**config.mk**
```make
export PLATFORM = sky130hd
export DESIGN_NAME = pipe_add_sub
export DESIGN_NICKNAME = d
export VERILOG_FILES = /design/src/rtl/pipe_add_sub.sv
export SDC_FILE = /design/constraint.sdc
export NUM_CORES = 1
export LEC_CHECK = 0
export ABC_AREA = 1
export BUFFER_PORTS_ARGS = -buffer_cell sky130_fd_sc_hd__buf_2
export CAP_MARGIN = 20
export CORE_MARGIN = 1.5
export CORE_UTILIZATION = 55
export DETAILED_ROUTE_END_ITERATION = 8
export PLACE_DENSITY = 0.74
export REMOVE_ABC_BUFFERS = 1
export SYNTH_ARGS = -nofsm -noshare
export SYNTH_HDL_FRONTEND = slang
export SYNTH_SLANG_ARGS = --single-unit
```
**constraint.sdc**
```tcl
create_clock -name clk -period 3 [get_ports clk]
set_input_delay 0 -clock clk [delete_from_list [all_inputs] [get_ports clk]]
set_output_delay 0 -clock clk [all_outputs]
set_load 0.05 [all_outputs]
```
**src/rtl/pipe_add_sub.sv**
```systemverilog
// pipe_add_sub: carry-pipelined N-bit adder/subtractor split into STAGES
// slices of W bits, with valid/ready flow control and a global stall.
module pipe_add_sub #(
   parameter int N      = 32,
   parameter int STAGES = 4
) (
   input  logic         clk,
   input  logic         rst,
   input  logic         in_valid,
   output logic         in_ready,
   input  logic [N-1:0] A,
   input  logic [N-1:0] B,
   input  logic         sub,
   input  logic         cin,
   output logic         out_valid,
   input  logic         out_ready,
   output logic [N-1:0] result,
   output logic         cout,
   output logic         overflow,
   output logic         zero
);
   localparam int W = N / STAGES;

   logic         advance;
   logic [N-1:0] b_eff;
   logic         c_first;

   // The whole pipe moves together; it stalls only when a result is waiting
   // and the consumer refuses it.
   assign advance  = !out_valid || out_ready;
   assign in_ready = advance;

   // Subtract is A + ~B + 1, so the carry into slice 0 is forced high and cin is ignored.
   assign b_eff   = sub ? ~B : B;
   assign c_first = sub | cin;

   for (genvar k = 0; k < STAGES; k++) begin : g_stg
      logic [W-1:0]       a_sl;
      logic [W-1:0]       b_sl;
      logic               c_in;
      logic               v_in;
      logic [W:0]         s;
      logic               v_q;
      logic               c_q;
      logic [(k+1)*W-1:0] r_nxt;
      logic [(k+1)*W-1:0] r_q;

      if (k == 0) begin : g_src
         assign a_sl  = A[W-1:0];
         assign b_sl  = b_eff[W-1:0];
         assign c_in  = c_first;
         assign v_in  = in_valid;
         assign r_nxt = s[W-1:0];
      end else begin : g_src
         assign a_sl  = g_stg[k-1].g_sk.a_sk[W-1:0];
         assign b_sl  = g_stg[k-1].g_sk.b_sk[W-1:0];
         assign c_in  = g_stg[k-1].c_q;
         assign v_in  = g_stg[k-1].v_q;
         // New slice goes on top of the slices already completed (deskew).
         assign r_nxt = {s[W-1:0], g_stg[k-1].r_q};
      end

      // W-bit ripple add of this stage's slice.
      assign s = {1'b0, a_sl} + {1'b0, b_sl} + {{W{1'b0}}, c_in};

      if (k < STAGES-1) begin : g_sk
         logic [N-(k+1)*W-1:0] a_sk;
         logic [N-(k+1)*W-1:0] b_sk;

         if (k == 0) begin : g_ld
            // Skew: carry the not-yet-added upper operand slices to the next stage.
            // NOTE: clocked state uses non-blocking assignments so every stage samples the
            // pre-edge value of its neighbour; and pure datapath registers carry no reset,
            // since their contents only matter when the matching valid bit is set.
            always_ff @(posedge clk) begin
               if (advance) begin
                  a_sk <= A[N-1:W];
                  b_sk <= b_eff[N-1:W];
               end
            end
         end else begin : g_ld
            // Skew: drop the slice consumed here and pass the rest forward.
            always_ff @(posedge clk) begin
               if (advance) begin
                  a_sk <= g_stg[k-1].g_sk.a_sk[N-k*W-1:W];
                  b_sk <= g_stg[k-1].g_sk.b_sk[N-k*W-1:W];
               end
            end
         end
      end

      if (k == STAGES-1) begin : g_out
         logic ovf_q;
         logic zero_q;

         // Output stage: result and flags registered, cleared by reset, held during a stall.
         always_ff @(posedge clk) begin
            if (rst) begin
               v_q    <= 1'b0;
               c_q    <= 1'b0;
               r_q    <= '0;
               ovf_q  <= 1'b0;
               zero_q <= 1'b0;
            end else if (advance) begin
               v_q    <= v_in;
               c_q    <= s[W];
               r_q    <= r_nxt;
               // Carry into the MSB is recovered from the MSB sum bit.
               ovf_q  <= (a_sl[W-1] ^ b_sl[W-1] ^ s[W-1]) ^ s[W];
               zero_q <= (r_nxt == '0);
            end
         end
      end else begin : g_mid
         // Intermediate valid bit: cleared by reset so in-flight work is discarded.
         always_ff @(posedge clk) begin
            if (rst) begin
               v_q <= 1'b0;
            end else if (advance) begin
               v_q <= v_in;
            end
         end

         // Intermediate carry and completed result slices.
         always_ff @(posedge clk) begin
            if (advance) begin
               c_q <= s[W];
               r_q <= r_nxt;
            end
         end
      end
   end

   assign out_valid = g_stg[STAGES-1].v_q;
   assign result    = g_stg[STAGES-1].r_q;
   assign cout      = g_stg[STAGES-1].c_q;
   assign overflow  = g_stg[STAGES-1].g_out.ovf_q;
   assign zero      = g_stg[STAGES-1].g_out.zero_q;

endmodule

```
# Word level (Yosys, flattened, before mapping)
# Index checks and enable logic that the tools add are counted.
[word_totals] regBits=186 in_bits=70 output_inout_bits=37
[classes] addsub=8 n_mux=1 bitwise_logic=5 n_reduce_logical=3
[ops] op="8-bit by 8-bit adder with 9-bit output" count=4
[ops] op="9-bit by 1-bit adder with 9-bit output" count=4
[ops] op="32-bit logical NOT" count=1
[ops] op="32-bit two-way mux" count=1
[ops] op="32-bit inverter" count=1
[ops] op="1-bit bitwise XOR" count=3
[ops] op="1-bit logical NOT" count=1
[ops] op="1-bit logical OR" count=1
[ops] op="1-bit bitwise OR" count=1

# Depth between registers and ports, before layout
# Gate-level depths: netlist of the first run.
[logic_depth] depth_word=4 mapped_depth=13 depth_no_buf=12

# Least setup slack after synthesis of the first run
# OpenSTA, ideal clock, no wires.
[synth_path] path_type="in2reg" startpoint="in sub" endpoint="reg g_stg[0].c_q, data pin" setup_ps=258 arrival_ps=2079 slack_ps=662 cell_stages=13 cell_sequence="clkbuf_1 buf_2 xor2_1 fa_1 fa_1 nand3_1 nand3_1 nand2_1 nand2_1 a21oi_1 nor2_1 o21ai_0 nand2_1"
[synth_via] elab_chain_cells=3 elab_cells_between_ends=4
[synth_lines] element="start, declared" line_no="13" source="input logic sub,"
[synth_lines] element="32-bit two-way mux" line_no="34" source="assign b_eff = sub ? ~B : B;"
[synth_lines] element="8-bit by 8-bit adder with 9-bit output" line_no="64" source="assign s = {1'b0, a_sl} + {1'b0, b_sl} + {{W{1'b0}}, c_in};"
[synth_lines] element="9-bit by 1-bit adder with 9-bit output (*)" line_no="64"
[synth_lines] element="named net g_stg[0].s[8]" line_no="42" source="logic [W:0] s;"
[synth_lines] element="end signal, assigned" line_no="126" source="c_q <= s[W];"
[synth_lines] element="end, declared" line_no="44" source="logic c_q;"
# The timed path passes the listed nets; every way through them passes the cells marked *.
# A chain may end at the register's enable or synchronous reset.

# Worst setup path after layout of the first run
[layout_path] startpoint="reg g_stg[1].c_q" endpoint="reg g_stg[2].c_q, data pin"
[layout_via] elab_chain_cells=1
[layout_lines] element="start, declared" line_no="44"
[layout_lines] element="start signal, assigned" line_no="126"
[layout_lines] element="9-bit by 1-bit adder with 9-bit output" line_no="64"
[layout_lines] element="named net g_stg[2].s[8]" line_no="42"
[layout_lines] element="end signal, assigned" line_no="126"
[layout_lines] element="end, declared" line_no="44"
# The timed path passes the listed nets, and every way through them passes these cells.

==> results.toml, run 1 <==
[timing]
rsz0062_at_grt = "false"
layout_worst_path_cycle_share = 0.7266
skew_ns = 0.009132
tightestPinTransition_ns = 0.9505
drv_slew = 0
min_period_ns = 2.180
hold_ws_ns = 0.06080
clock.fmax_ghz = 0.4587
relSlewSlack = 0.3624
timing.final.ws_setup_ns = 0.8201
hold_violations = 0
tns_ns = 0
setup_viol = 0

[setup_path]
end_kind = "flop"
cp-startpoint = "g_stg[1].c_q$_DFFE_PP_"
reg2reg_from = "g_stg[1].c_q$_DFFE_PP_"
crit_path_max_incr_delay_ns = 0.40
timing.rr.end = "g_stg[2].c_q$_DFFE_PP_"
path_common_cell = "nand2_1"
rrSetupSlack_ns = 0.82
startpoint_type = "flop"
worstPathArrival_ns = 2.35
cp.required_ns = 3.17
worstRegToRegCells = 12
critical-path-top-delay-family = "adder cells"
critPathKind = "flop to flop"
path_cells = "inv_1 > fa_1 > inv_1 > fa_1 > nand3_1 > nand3_1 > nand2_1 > nand2_1 > a21oi_1 > nor2_1 > o21ai_0 > nand2_1"
path_buf_inv = 2
crit_fanout = 2
worst_path_max_delay_cell = "fa_1"

[synth]
synth_top_area_frac = 0.5863
ys_seq_area_frac = 0.6900
yosys-top-cells-area = "edfxtp_1 (59%), dfxtp_1 (10%), xor2_1 (5.8%)"
synth_mux_area_frac = 0
syn_area_um2 = 7528
ys_warn_count = 0
synth_top_family_by_area = "simple AND/OR/NAND/NOR gates"
synthAdderAreaFrac = 0.06781
synth_xor_area_frac = 0.06050
synthCells = 572
avgSynthCellArea_um2 = 13.16
ys_types = 28
synth_area_leader_cell = "edfxtp_1"
yosys.area_share.simple = 0.07645
synth_compound_area_frac = 0.06149
synth_seq_cells = 186

[run_status]
outcome = "completed"

[die]
dieHeight_um = 120.0
dieArea_um2 = 14400
io_pins = 107
rows = 42
initial_core_util = 0.5663
coreArea_um2 = 13300
dieWidth_um = 120.0

[route]
via_per_inst = 4.949
wl_mm = 12.61
vias = 4588
drc = 0
firstDrtPassIters = 4
final_antenna_net_count = 0
drt_iter0_drc = 265
wl_per_cell_um = 13.60

[pwr]
p_per_area_nw_per_um2 = 748.2
p_total_mw = 6.994
irDropWorstVdd_uv = 358.5
p_leak_nw = 4.072

[clocking]
clk_latency_ns = 0.41
clk_pin_slew_ns = 0.06
ctsResizeCount = 0
cts.path.max_buffers = 2
cts_made_buffers = 17
cts_tree = "yes"
cts.sinks = 186
h-tree-depth = 4
ctsRootBufferMaster = "clkbuf_16"

[placement]
pre_cts_slack_ns = 0.4828
globalplace.congestion = 0.8605
place_inst = 841
dpl-instance-area_um2 = 8217
post-dp-hpwl_mm = 7.961
io_buffers = 106

[grt]
antenna_found_initial = 0
grt.busiest_layer = "met2"
grtUsageMet2 = 0.3218
grt_pass1_vias = 4478
grt-ovfl-total = 0
grt_pass1_wl_mm = 20.27
grt_use_total = 0.1848
grt_util_met3 = 0.04230
grt_use_met1 = 0.2144
grt_start_max_net_pins = 149

[run]
max_cap_viol_count = 0

[worst_hold_path]
hp-class = "primary input to flop"
min-delay-start = "A[6]"
min_to = "g_stg[0].c_q$_DFFE_PP_"
whs_path_depth = 4

[finish]
area_growth_pct = 24.16
fin_area_um2 = 9348
multi_input_area_um2 = 2007
finalNetCount = 844
layout-drive-gt1-share = 0.1984
finish.utilization = 0.7031
fillerInstances = 903
diodes = 0
seqCellArea_um2 = 5195
finalNonFillerCells = 927
## how the worst max path moves through the flow
stage,end,slack (ns),depth (start not counted)
after floorplan,g_stg[2].v_q$_SDFFE_PP0P_,-4.03,5
after global placement,g_stg[0].c_q$_DFFE_PP_,0.54,12
after detailed placement,g_stg[0].c_q$_DFFE_PP_,0.48,12
after CTS,g_stg[1].c_q$_DFFE_PP_,0.80,12
after global routing,g_stg[1].c_q$_DFFE_PP_,0.66,12
final,g_stg[2].c_q$_DFFE_PP_,0.82,12
## layout by cell type, fill, tap and decap left out, drive strengths merged
cell type      n
nand3         18
inv           60
nand2         58
nor3           1
xnor2          2
nand4          6
xor2          50
o21bai         2
nand3b         4
edfxtp       147
a21oi         37
clkinvlp       5
dfxtp         39
clkinv         4
dlygate4sd3   54
buf          109
nor2          46
clkbuf        24
o21ai         39
fa             8
o211ai         8
or2            2
ha            28
## cell type report
class | count | area share
sequential | 186 | 0.5557
clock inverter | 8 | 0.006023
clock buffer | 24 | 0.05715
timing repair buffer | 163 | 0.1183
multi-input combinational | 309 | 0.2147
inverter | 61 | 0.02449
tap | 176 | 0.02356
## cell usage after synthesis
library cell,number
o21ai_1,4
xor2_1,50
inv_1,59
nand2_1,54
nand4_1,6
or2_1,1
a21oi_2,2
buf_6,4
nand2_2,4
edfxtp_1,147
xnor2_1,2
o21bai_1,2
nand3_1,18
clkbuf_1,6
nor3_1,1
clkinv_1,1
dfxtp_1,39
or2_2,1
fa_1,8
inv_2,1
nand3b_1,4
buf_4,1
nor2_1,46
o211ai_1,8
buf_2,5
o21ai_0,35
ha_1,28
a21oi_1,35
## sequential cells by signal, indices dropped and copies added (netlist names)
signal and flops:
cout 1, g_stg.c_q 3, g_stg.g_sk.a_sk 48, g_stg.g_sk.b_sk 48
g_stg.r_q 48, g_stg.v_q 3, out_valid 1, overflow 1
result 32, zero 1
## layer usage
layer	wire length (um)	vias up
li1	-	2302
met1	5073	2130
met2	6588	126
met3	583	30
met4	361	0
met5	0	-
## report_power, final
group | switching, mW | leakage (nW) | internal (mW) | total (mW)
clock | 0.882 | 0.277 | 1.25 | 2.13
sequential | 0.173 | 1.88 | 3.34 | 3.51
combinational | 0.899 | 1.92 | 0.452 | 1.35
total | 1.95 | 4.07 | 5.04 | 6.99
## tightest hold or removal path, delay by kind of cell
kind / cells / cell delay, ns
simple gates: 1 / 0.05
compound gates: 1 / 0.09
fa+ha+maj: 1 / 0.15
buf+inv: 1 / 0.08
## kinds of logic (layout without fill, tap and decap cells)
group | after synthesis | after routing
flip-flops | 186 | 186
AND/OR/NAND/NOR | 135 | 135
AO/OA/AOI/OAI | 86 | 86
buffers and inverters | 77 | 256
XOR/XNOR | 52 | 52
adder cells (fa/ha/maj) | 36 | 36
## what timing repair did
item	4_1_cts	5_1_grt
endpoints found under the hold margin	54	0
hold buffers	54	0
buffers inserted	0	0
No activity file was read; power rests on OpenSTA's default activity.
==> run 2: changes to the inputs <==
==> constraint.sdc (replaced) <==
create_clock -name clk -period 2.1 [get_ports clk]
set_input_delay 0 -clock clk [delete_from_list [all_inputs] [get_ports clk]]
set_output_delay 0 -clock clk [all_outputs]
set_load 0.05 [all_outputs]
==> results.toml, run 2 (synthesized netlist as in run 1, its figures left out) <==
[run_status]
outcome = "completed"

[worst_hold_path]
hp-class = "primary input to flop"

[placement]
dpl-instance-area_um2 = 8319
post-dp-hpwl_mm = 8.505
place_inst = 853
pre_cts_slack_ns = -0.1741
io_buffers = 106
globalplace.congestion = 0.8716

[clocking]
cts.path.max_buffers = 2
cts_made_buffers = 17
clk_pin_slew_ns = 0.06
h-tree-depth = 4
clk_latency_ns = 0.41
ctsRootBufferMaster = "clkbuf_16"
cts_tree = "yes"
cts.sinks = 186

[setup_path]
worstPathArrival_ns = 2.20
reg2reg_from = "g_stg[1].c_q$_DFFE_PP_"
startpoint_type = "flop"
crit_fanout = 2
cp-startpoint = "g_stg[1].c_q$_DFFE_PP_"
cp.required_ns = 2.27
rrSetupSlack_ns = 0.07
timing.rr.end = "g_stg[2].c_q$_DFFE_PP_"
end_kind = "flop"
crit_end = "g_stg[2].c_q$_DFFE_PP_"
worstRegToRegCells = 12
critPathKind = "flop to flop"

[route]
wl_met1_mm = 5.225
via_per_inst = 5.068
wl_mm = 13.28
firstDrtPassIters = 7
drc = 0
routed.top_layer = "met4"
final_antenna_net_count = 0
wl_met2_mm = 7.116
wl_per_cell_um = 14.12
drt_iter0_drc = 295
vias = 4764
route.met3.wl_um = 489

[die]
coreArea_um2 = 13300
io_pins = 107
initial_core_util = 0.5663
dieArea_um2 = 14400
dieHeight_um = 120.0
dieWidth_um = 120.0
rows = 42

[pwr]
irDropWorstVdd_uv = 542.3
p_leak_nw = 4.182
p_per_area_nw_per_um2 = 1076

[timing]
timing.final.ws_setup_ns = 0.06509
min_period_ns = 2.035
drv_slew = 0
layout_worst_path_cycle_share = 0.9690
hold_violations = 0
rsz0062_at_grt = "true"
hold_ws_ns = 0.05826
setup_viol = 0
relSlewSlack = 0.6738
skew_ns = 0.007973
tightestPinTransition_ns = 0.4892
clock.fmax_ghz = 0.4914

[grt]
antenna_found_initial = 0
grt-ovfl-total = 0
grt_start_max_net_pins = 101
grt_pass1_wl_mm = 21.51
grt_use_total = 0.1948
grt_pass1_vias = 4783

[finish]
fin_area_um2 = 9557
layout-drive-gt1-share = 0.2382
area_growth_pct = 26.94
fillerInstances = 879
reg_top3 = "g_stg.g_sk.a_sk (48), g_stg.g_sk.b_sk (48), g_stg.r_q (48)"
diodes = 0
final_common_cell = "edfxtp_1"
finalNetCount = 857
finish.utilization = 0.7188
finalNonFillerCells = 940
mostFrequentLayoutCells = "edfxtp_1 (147), buf_2 (106), inv_1 (55)"

[run]
max_cap_viol_count = 0
==> run 2: power by group <==
| part | switching (mW) | total [mW] | internal [mW] |
|---|---|---|---|
| Combinational | 1.33 | 2.05 | 0.719 |
| Sequential | 0.250 | 5.02 | 4.77 |
| Clock | 1.24 | 3.21 | 1.97 |
==> run 2: worst min-delay path by stage <==
stage,startpoint,end,cells after the start
final,cin,g_stg[0].r_q[0]$_DFFE_PP_,3
after floorplan,rst,out_valid$_SDFFE_PP0P_,1
after global placement,A[30],g_stg[0].g_sk.a_sk[22]$_DFFE_PP_,1
after global routing,cin,g_stg[0].r_q[0]$_DFFE_PP_,3
after CTS,cin,g_stg[0].r_q[0]$_DFFE_PP_,3
after detailed placement,A[10],g_stg[0].g_sk.a_sk[2]$_DFFE_PP_,1
==> run 2: through the flow <==
stage                     TNS, ns  power [mW]
after global routing      -0.1046       10.74
after global placement    -0.1114       6.897
final                           0       10.28
after CTS                       0       10.29
after detailed placement  -0.4232       7.000
after floorplan           -652.88       6.419
==> run 2: layout make-up <==
class	count	area [um^2]	share of cell area
flip-flops and latches	186	5195	0.5436
multi-input cells	309	2076	0.2172
repair buffers	176	1214	0.1270
clock buffers	30	609.3	0.06376
inverters	61	229.0	0.02396
well taps	176	220.2	0.02304
clock inverters	2	13.76	0.001440
==> run 2: timing repair <==
action | in CTS | in global routing
setup endpoints to repair | 4 | 8
hold endpoints to repair | 54 | 0
gates resized for setup | 8 | 16
buffers inserted | 0 | 2
hold buffers | 53 | 0
pin swaps | 1 | 5
==> run 2: critical path, cell delays in order, from the launching register on <==
cell	delay [ns]
edfxtp_1	0.38
inv_2	0.09
fa_1	0.18
inv_2	0.05
fa_2	0.38
nand3_2	0.08
nand3_2	0.07
nand2_1	0.08
nand2_2	0.06
a21oi_2	0.16
nor2_1	0.06
o21ai_1	0.14
nand2_1	0.06
==> run 2: layer usage <==
layer	vias up	GRT usage
li1	2331	-
met1	2280	0.2122
met2	119	0.3546
met3	34	0.04468
met4	0	0.09673
met5	-	0
